==> config.mk <==
export PLATFORM = sky130hd
export DESIGN_NAME = dcache_dm_flat
export DESIGN_NICKNAME = d
export VERILOG_FILES = /design/src/rtl/dcache_dm_pkg.sv /design/src/rtl/dcache_dm_if.sv /design/src/rtl/dcache_dm_ram.sv /design/src/rtl/dcache_dm.sv /design/src/flat_wrapper.sv
export SDC_FILE = /design/constraint.sdc
export NUM_CORES = 1
export LEC_CHECK = 0
export ABC_AREA = 1
export BUFFER_PORTS_ARGS = -buffer_cell sky130_fd_sc_hd__buf_2
export CORE_MARGIN = 2
export CORE_UTILIZATION = 64
export CTS_CLUSTER_SIZE = 30
export DETAILED_ROUTE_END_ITERATION = 10
export PLACE_DENSITY_LB_ADDON = 0.12
export SYNTH_ARGS = -nofsm -noshare
export SYNTH_HDL_FRONTEND = slang
export SYNTH_HIERARCHICAL = 1
export SYNTH_SLANG_ARGS = --single-unit
==> constraint.sdc <==
create_clock -name i_clk -period 5.3 [get_ports i_clk]
set_input_delay 0.53 -clock i_clk [delete_from_list [all_inputs] [get_ports i_clk]]
set_output_delay 0.53 -clock i_clk [all_outputs]
set_load 0.01 [all_outputs]
==> src/rtl/dcache_dm_pkg.sv <==
// Shared definitions for the direct-mapped data cache.
// Contents:
//   DEF_*    default geometry used by the cache, its interface and its data array
//   state_t  refill FSM encoding (S_IDLE, S_FILL)
//   addr_*   helpers that split a word address into tag / index / offset / line base
package dcache_dm_pkg;

    localparam int DEF_WIDTH_MEM  = 4;
    localparam int DEF_WIDTH_OFF  = 1;
    localparam int DEF_WIDTH_IDX  = 2;
    localparam int DEF_WIDTH_DATA = 32;

    typedef enum logic {
        S_IDLE = 1'b0,
        S_FILL = 1'b1
    } state_t;

    // Word offset inside a line (low w_off bits).
    function automatic logic [31:0] addr_off(input logic [31:0] addr, input int w_off);
        return addr & ((32'd1 << w_off) - 32'd1);
    endfunction

    // Line index (the w_idx bits just above the offset).
    function automatic logic [31:0] addr_idx(input logic [31:0] addr, input int w_off,
                                             input int w_idx);
        return (addr >> w_off) & ((32'd1 << w_idx) - 32'd1);
    endfunction

    // Tag (everything above index and offset).
    function automatic logic [31:0] addr_tag(input logic [31:0] addr, input int w_off,
                                             input int w_idx);
        return addr >> (w_off + w_idx);
    endfunction

    // Address of word 0 of the line holding addr.
    function automatic logic [31:0] addr_base(input logic [31:0] addr, input int w_off);
        return addr & ~((32'd1 << w_off) - 32'd1);
    endfunction

endpackage

==> src/rtl/dcache_dm_if.sv <==
// Request/response and memory-port bundle for the data cache.
// Request side : i_val, i_we, i_addr, i_data, i_kill -> o_data, o_nack
// Memory side  : mem_o_req, mem_o_we, mem_o_addr, mem_o_data <- mem_i_ack, mem_i_rval, mem_i_rdata
// Modports     : slave = the cache, master = the LSU plus backing memory.
interface dcache_dm_if
    import dcache_dm_pkg::*;
#(
    parameter int WIDTH_MEM  = DEF_WIDTH_MEM,
    parameter int WIDTH_DATA = DEF_WIDTH_DATA
);

    logic                  i_val;
    logic                  i_we;
    logic [WIDTH_MEM-1:0]  i_addr;
    logic [WIDTH_DATA-1:0] i_data;
    logic                  i_kill;
    logic [WIDTH_DATA-1:0] o_data;
    logic                  o_nack;

    logic                  mem_o_req;
    logic                  mem_o_we;
    logic [WIDTH_MEM-1:0]  mem_o_addr;
    logic [WIDTH_DATA-1:0] mem_o_data;
    logic                  mem_i_ack;
    logic                  mem_i_rval;
    logic [WIDTH_DATA-1:0] mem_i_rdata;

    modport slave (
        input  i_val, i_we, i_addr, i_data, i_kill,
        output o_data, o_nack,
        output mem_o_req, mem_o_we, mem_o_addr, mem_o_data,
        input  mem_i_ack, mem_i_rval, mem_i_rdata
    );

    modport master (
        output i_val, i_we, i_addr, i_data, i_kill,
        input  o_data, o_nack,
        input  mem_o_req, mem_o_we, mem_o_addr, mem_o_data,
        output mem_i_ack, mem_i_rval, mem_i_rdata
    );

endinterface

==> src/rtl/dcache_dm_ram.sv <==
// Line data array: one synchronous write port, one asynchronous read port.
// Ports: clk, we/waddr/wdata (write), raddr -> rdata (read). Contents are not reset.
module dcache_dm_ram
    import dcache_dm_pkg::*;
#(
    parameter int WIDTH_ADDR = DEF_WIDTH_IDX + DEF_WIDTH_OFF,
    parameter int WIDTH_DATA = DEF_WIDTH_DATA
) (
    input  logic                  clk,
    input  logic                  we,
    input  logic [WIDTH_ADDR-1:0] waddr,
    input  logic [WIDTH_DATA-1:0] wdata,
    input  logic [WIDTH_ADDR-1:0] raddr,
    output logic [WIDTH_DATA-1:0] rdata
);

    logic [WIDTH_DATA-1:0] mem [1 << WIDTH_ADDR];

    // Single write port; the caller decides between refill beats and store hits.
    always_ff @(posedge clk) begin
        if (we) begin
            mem[waddr] <= wdata;
        end
    end

    assign rdata = mem[raddr];

endmodule

==> src/rtl/dcache_dm.sv <==
// Direct-mapped, write-through, no-write-allocate L1 data cache.
// Ports: i_clk, i_rst_n (async active-low), bus (dcache_dm_if.slave: LSU request
// with registered o_data/o_nack response, plus word-wide memory port).
// Load misses nack and refill the whole line; every request during a refill nacks.
module dcache_dm
    import dcache_dm_pkg::*;
#(
    parameter int WIDTH_MEM  = DEF_WIDTH_MEM,
    parameter int WIDTH_OFF  = DEF_WIDTH_OFF,
    parameter int WIDTH_IDX  = DEF_WIDTH_IDX,
    parameter int WIDTH_DATA = DEF_WIDTH_DATA
) (
    input  logic       i_clk,
    input  logic       i_rst_n,
    dcache_dm_if.slave bus
);

    localparam int WIDTH_TAG  = WIDTH_MEM - WIDTH_IDX - WIDTH_OFF;
    localparam int WIDTH_ADDR = WIDTH_IDX + WIDTH_OFF;
    localparam int LINES      = 1 << WIDTH_IDX;
    localparam int WORDS      = 1 << WIDTH_OFF;

    // One extra bit so the terminal count equals WORDS exactly.
    typedef logic [WIDTH_OFF:0] cnt_t;
    localparam cnt_t CNT_WORDS = cnt_t'(WORDS);
    localparam cnt_t CNT_LAST  = cnt_t'(WORDS - 1);

    state_t                state;
    logic [LINES-1:0]      valid;
    logic [WIDTH_TAG-1:0]  tag_arr [LINES];
    logic [WIDTH_MEM-1:0]  base;
    cnt_t                  req_cnt;
    cnt_t                  rsp_cnt;
    logic [WIDTH_DATA-1:0] rsp_data;
    logic                  rsp_nack;

    logic                  act;
    logic                  hit;
    logic                  load_miss;
    logic                  store_hit_ack;
    logic                  fill_pending;
    logic [WIDTH_IDX-1:0]  req_idx;
    logic [WIDTH_IDX-1:0]  fill_idx;
    logic [WIDTH_OFF-1:0]  req_off;
    logic [WIDTH_TAG-1:0]  req_tag;
    logic                  ram_we;
    logic [WIDTH_ADDR-1:0] ram_waddr;
    logic [WIDTH_ADDR-1:0] ram_raddr;
    logic [WIDTH_DATA-1:0] ram_wdata;
    logic [WIDTH_DATA-1:0] ram_rdata;

    assign act       = bus.i_val & ~bus.i_kill;
    assign req_idx   = WIDTH_IDX'(addr_idx(32'(bus.i_addr), WIDTH_OFF, WIDTH_IDX));
    assign req_off   = WIDTH_OFF'(addr_off(32'(bus.i_addr), WIDTH_OFF));
    assign req_tag   = WIDTH_TAG'(addr_tag(32'(bus.i_addr), WIDTH_OFF, WIDTH_IDX));
    assign fill_idx  = WIDTH_IDX'(addr_idx(32'(base), WIDTH_OFF, WIDTH_IDX));
    assign ram_raddr = {req_idx, req_off};

    assign hit           = valid[req_idx] && (tag_arr[req_idx] == req_tag);
    assign load_miss     = (state == S_IDLE) && act && !bus.i_we && !hit;
    assign store_hit_ack = (state == S_IDLE) && act && bus.i_we && bus.mem_i_ack && hit;
    assign fill_pending  = (state == S_FILL) && (req_cnt < CNT_WORDS);

    assign bus.o_data = rsp_data;
    assign bus.o_nack = rsp_nack;

    // Data array write port: refill beats own it during FILL, acked store hits in IDLE.
    always_comb begin
        ram_we    = 1'b0;
        ram_waddr = ram_raddr;
        ram_wdata = bus.i_data;
        if (state == S_FILL) begin
            ram_we    = bus.mem_i_rval;
            ram_waddr = {fill_idx, rsp_cnt[WIDTH_OFF-1:0]};
            ram_wdata = bus.mem_i_rdata;
        end else if (store_hit_ack) begin
            ram_we = 1'b1;
        end
    end

    // Memory port: refill reads take priority; stores write through only from IDLE.
    always_comb begin
        bus.mem_o_req  = 1'b0;
        bus.mem_o_we   = 1'b0;
        bus.mem_o_addr = bus.i_addr;
        bus.mem_o_data = bus.i_data;
        if (fill_pending) begin
            bus.mem_o_req  = 1'b1;
            bus.mem_o_addr = base + WIDTH_MEM'(req_cnt);
        end else if ((state == S_IDLE) && act && bus.i_we) begin
            bus.mem_o_req = 1'b1;
            bus.mem_o_we  = 1'b1;
        end
    end

    // Tag array is not reset; the valid bits alone say whether a tag means anything.
    always_ff @(posedge i_clk) begin
        if (load_miss) begin
            tag_arr[req_idx] <= req_tag;
        end
    end

    // Refill FSM with registered load response; a line stays invalid until its last beat.
    always_ff @(posedge i_clk or negedge i_rst_n) begin
        if (!i_rst_n) begin
            state    <= S_IDLE;
            valid    <= '0;
            base     <= '0;
            req_cnt  <= '0;
            rsp_cnt  <= '0;
            rsp_data <= '0;
            rsp_nack <= 1'b0;
        end else begin
            rsp_nack <= 1'b0;
            case (state)
                S_IDLE: begin
                    if (act) begin
                        if (bus.i_we) begin
                            rsp_nack <= ~bus.mem_i_ack;
                        end else if (hit) begin
                            rsp_data <= ram_rdata;
                        end else begin
                            rsp_nack         <= 1'b1;
                            valid[req_idx]   <= 1'b0;
                            base             <= WIDTH_MEM'(addr_base(32'(bus.i_addr), WIDTH_OFF));
                            req_cnt          <= '0;
                            rsp_cnt          <= '0;
                            state            <= S_FILL;
                        end
                    end
                end
                S_FILL: begin
                    if (act) begin
                        rsp_nack <= 1'b1;
                    end
                    if (fill_pending && bus.mem_i_ack) begin
                        req_cnt <= req_cnt + 1'b1;
                    end
                    if (bus.mem_i_rval) begin
                        rsp_cnt <= rsp_cnt + 1'b1;
                        if (rsp_cnt == CNT_LAST) begin
                            valid[fill_idx] <= 1'b1;
                            state           <= S_IDLE;
                        end
                    end
                end
                default: state <= S_IDLE;
            endcase
        end
    end

    dcache_dm_ram #(
        .WIDTH_ADDR (WIDTH_ADDR),
        .WIDTH_DATA (WIDTH_DATA)
    ) u_ram (
        .clk   (i_clk),
        .we    (ram_we),
        .waddr (ram_waddr),
        .wdata (ram_wdata),
        .raddr (ram_raddr),
        .rdata (ram_rdata)
    );

endmodule

==> src/flat_wrapper.sv <==
// flat-port wrapper written by rule: the top's interface ports become plain ports
module dcache_dm_flat import dcache_dm_pkg::*;
#(
    parameter int WIDTH_MEM  = DEF_WIDTH_MEM,
    parameter int WIDTH_OFF  = DEF_WIDTH_OFF,
    parameter int WIDTH_IDX  = DEF_WIDTH_IDX,
    parameter int WIDTH_DATA = DEF_WIDTH_DATA
)
  (i_clk, i_rst_n, bus_i_val, bus_i_we, bus_i_addr, bus_i_data, bus_i_kill, bus_o_data, bus_o_nack, bus_mem_o_req, bus_mem_o_we, bus_mem_o_addr, bus_mem_o_data, bus_mem_i_ack, bus_mem_i_rval, bus_mem_i_rdata);
  dcache_dm_if #(.WIDTH_MEM(WIDTH_MEM), .WIDTH_DATA(WIDTH_DATA)) bus_i ();
  input  logic i_clk;
  input  logic i_rst_n;
  input wire logic [$bits(bus_i.i_val)-1:0] bus_i_val;
  input wire logic [$bits(bus_i.i_we)-1:0] bus_i_we;
  input wire logic [$bits(bus_i.i_addr)-1:0] bus_i_addr;
  input wire logic [$bits(bus_i.i_data)-1:0] bus_i_data;
  input wire logic [$bits(bus_i.i_kill)-1:0] bus_i_kill;
  output wire logic [$bits(bus_i.o_data)-1:0] bus_o_data;
  output wire logic [$bits(bus_i.o_nack)-1:0] bus_o_nack;
  output wire logic [$bits(bus_i.mem_o_req)-1:0] bus_mem_o_req;
  output wire logic [$bits(bus_i.mem_o_we)-1:0] bus_mem_o_we;
  output wire logic [$bits(bus_i.mem_o_addr)-1:0] bus_mem_o_addr;
  output wire logic [$bits(bus_i.mem_o_data)-1:0] bus_mem_o_data;
  input wire logic [$bits(bus_i.mem_i_ack)-1:0] bus_mem_i_ack;
  input wire logic [$bits(bus_i.mem_i_rval)-1:0] bus_mem_i_rval;
  input wire logic [$bits(bus_i.mem_i_rdata)-1:0] bus_mem_i_rdata;
  assign bus_i.i_val = bus_i_val;
  assign bus_i.i_we = bus_i_we;
  assign bus_i.i_addr = bus_i_addr;
  assign bus_i.i_data = bus_i_data;
  assign bus_i.i_kill = bus_i_kill;
  assign bus_o_data = bus_i.o_data;
  assign bus_o_nack = bus_i.o_nack;
  assign bus_mem_o_req = bus_i.mem_o_req;
  assign bus_mem_o_we = bus_i.mem_o_we;
  assign bus_mem_o_addr = bus_i.mem_o_addr;
  assign bus_mem_o_data = bus_i.mem_o_data;
  assign bus_i.mem_i_ack = bus_mem_i_ack;
  assign bus_i.mem_i_rval = bus_mem_i_rval;
  assign bus_i.mem_i_rdata = bus_mem_i_rdata;
  dcache_dm #(.WIDTH_MEM(WIDTH_MEM), .WIDTH_OFF(WIDTH_OFF), .WIDTH_IDX(WIDTH_IDX), .WIDTH_DATA(WIDTH_DATA)) u_core (.i_clk(i_clk), .i_rst_n(i_rst_n), .bus(bus_i));
endmodule
==> results.ini <==
[run_status]
status = finished clean

[place]
place_congestion = 0.814
port_buffers = 145
hpwl_um = 18300

[clock_network]
clkTransAtPathRegs_ns = 0.06
cts.sinks = 305
cts.hold.buffers_added = 0
clk_latency_ns = 0.56
ctsResizeCount = 0
post_cts_buffers = 0
htreeDepth = 1
cts_buffer_depth = 3
cts_made_buffers = 31
cts-root-buf = clkbuf_16
cts_tree = done

[setup_path]
start_kind = input port
cp_slowest_cell = nor2_4
crit_required_ns = 5.57
critPathMaxStageDelay_ns = 0.79
cp-end-kind = register
arrival_ns = 3.77
crit_path_max_fanout = 35
cp_cell_sequence = buf_2 > inv_2 > nand2_1 > nand2_1 > nand2_2 > nand2_1 > nand2_2 > nand3_4 > inv_4 > nand3_1 > o21ai_0 > nand2_1 > nor2_4 > buf_4
cpMostUsedCell = nand2_1
critPathKind = input port to register

[logic_synthesis]
yosysMostFrequentCell = nand2_1
yosysTopAreaCell = edfxtp_1
synthTopCellsByArea = edfxtp_1 55%, nand2_1 17%, dfrtp_1 7.9%
syn_nets = 1619
postSynthAreaPerCell_um2 = 9.22
synth.cell_area_mm2 = 0.0142
synth_edf_count = 260
ys_seq_area_frac = 0.629
ys_types = 26
synth_common_cells = 627 x nand2_1, 275 x inv_1, 260 x edfxtp_1
synth_seq_cells = 305
syn_inst = 1541
yosysWarnings = 6
synth_ff_type = edfxtp_1
synth_top_area_frac = 0.549
ys_async_sr_fraction = 0.148

[detailed_routing]
vias = 10146
vias_per_cell = 5.22
drt_pass1_iterations = 5
postRouteAntennaNets = 0
drtIter0Drc = 957
drc = 0
wl_um = 31400
wl_per_cell_um = 16.2

[die]
start_util = 0.651
die_w_um = 153
rows = 54
fp.dieH_um = 153
core-area_mm2 = 0.0218
io_pins = 146
die_area_mm2 = 0.0234

[min_path]
hold_path.class = input port to asynchronous set/reset pin

[final_layout]
syn2layout_area_growth_pct = 11.7
fill_cells = 1570
nNetsFinal = 1715
post-route-util = 0.727
diodes = 0
layout-drive-gt1-share = 0.138
multiInputGateArea_mm2 = 0.00362
regArea_mm2 = 0.00893

[timing]
rsz0062_at_grt = no
timing.final.crit_share = 0.661
slew_headroom = 0.251
tns_ns = 0
fmax_mhz = 286
finalHoldViolations = 0
tightestPinTransition_ns = 1.12
fin_crit_ns = 3.50
report.final.slew_viol_count = 0
fin_skew_ns = 0.0180
setup_viol_count_final = 0

[grt]
grt_pass1_vias = 9626
gr-usage-met2 = 0.453
grt_max_degree = 102
grt_pass1_wl_um = 49600
grt-ovfl-total = 0
busiest_layer = met2
grt_util_met3 = 0.0315
grt_usage = 0.268
grt_use_met1 = 0.368
antenna_found_initial = 0

[pwr]
peakVddDrop_mv = 0.310
power_frac_comb = 0.215
power_mw = 7.09
power_density_mw_per_mm2 = 447
p_seq_frac = 0.471
internal_power_mw = 4.96
p_leak_nw = 7.84
sw_frac_of_total = 0.300
power_frac_clock = 0.315
p_switching_mw = 2.13

[job]
drv_cap = 0

## kinds of logic (layout without fill, tap and decap cells)
group,count (synthesis),in the layout,synth area share
simple gates,833,833,0.241
buf+inv,379,500,0.121
flops,305,305,0.629
compound gates,20,20,0.00704
fa+ha+maj,3,3,0.00264
xor+xnor,1,1,0.000616
## per-layer routing
metal  part of all wire  up-vias
li1                   -     4956
met1               0.41     4711
met2               0.49      420
met3              0.074       59
met4              0.028        0
met5                  0        -
## flip-flops by register name, summed over array words and instances (netlist names)
signal,cells
u_core/tag_arr,4
u_core/req_cnt,2
u_core/rsp_cnt,2
u_core/u_ram/mem,256
u_core/bus.o_data,32
u_core/valid,4
u_core/base,3
u_core/bus.o_nack,1
u_core/state,1
## cell type report
class,instances,share of cell area
flip-flops and latches,305,0.563
multi-input cells,857,0.228
inverters,280,0.0665
repair buffers,162,0.0539
clock buffers,44,0.0532
well taps,280,0.0221
clock inverters,14,0.0129
## worst max-delay path: cells and delay by family
family / cells / cell delay [ns]
simple gates: 9 / 1.69
buf+inv: 4 / 1.37
compound gates: 1 / 0.16
## per-stage QoR
| stage | hold WS, ns | instance area [µm²] | setup slack [ns] | cells |
|---|---|---|---|---|
| 2_1_floorplan | 0.234 | 14200 | 2.12 | 1541 |
| 3_3_place_gp | 0.450 | 14800 | 1.39 | 1884 |
| 3_5_place_dp | 0.453 | 14800 | 1.21 | 1884 |
| 4_1_cts | 0.101 | 15900 | 1.79 | 1942 |
| 5_1_grt | 0.140 | 15900 | 1.53 | 1942 |
| 6_report | 0.0921 | 15900 | 1.80 | 1942 |
## power groups by stage
stage | combinational (mW) | clock [mW] | sequential, mW
after floorplan | 0.908 | 0 | 3.42
after global placement | 1.47 | 0 | 3.37
after detailed placement | 1.52 | 0 | 3.39
after CTS | 1.53 | 2.26 | 3.34
after global routing | 1.71 | 2.34 | 3.38
final | 1.52 | 2.23 | 3.34
## path summary, 6_finish.rpt
path                                      start  slack (ns)  cells past startpoint                 endpoint
min in group i_clk               bus_mem_i_rval        0.27                      3        u_core/rsp_cnt[1]
min reg2reg                u_core/bus.o_data[9]        0.47                      2     u_core/bus.o_data[9]
max                               bus_i_addr[1]        1.80                     14  u_core/u_ram/mem[2][23]
max reg2reg                   u_core/tag_arr[1]        2.17                     12  u_core/u_ram/mem[2][23]
min                                     i_rst_n        0.09                      2    u_core/bus.o_data[16]
max in group asynchronous               i_rst_n        4.71                      2             u_core/state
## cells in the final DEF (no fill, tap or decap), types with 4 or more instances in the layout
| cell | netlist | layout |
|---|---|---|
| dfrtp_1 | 45 | 44 |
| clkbuf_1 | 15 | 11 |
| o21ai_0 | 16 | 16 |
| buf_2 | 21 | 144 |
| nor2_1 | 23 | 15 |
| buf_4 | 40 | 18 |
| nor2_4 | 0 | 8 |
| nand4_1 | 7 | 7 |
| inv_1 | 275 | 275 |
| clkbuf_16 | 0 | 31 |
| nand3_1 | 166 | 166 |
| bufinv_16 | 0 | 5 |
| edfxtp_1 | 260 | 260 |
| clkinv_2 | 0 | 4 |
| nand2_1 | 627 | 627 |
No activity file was read; power rests on OpenSTA's default activity.
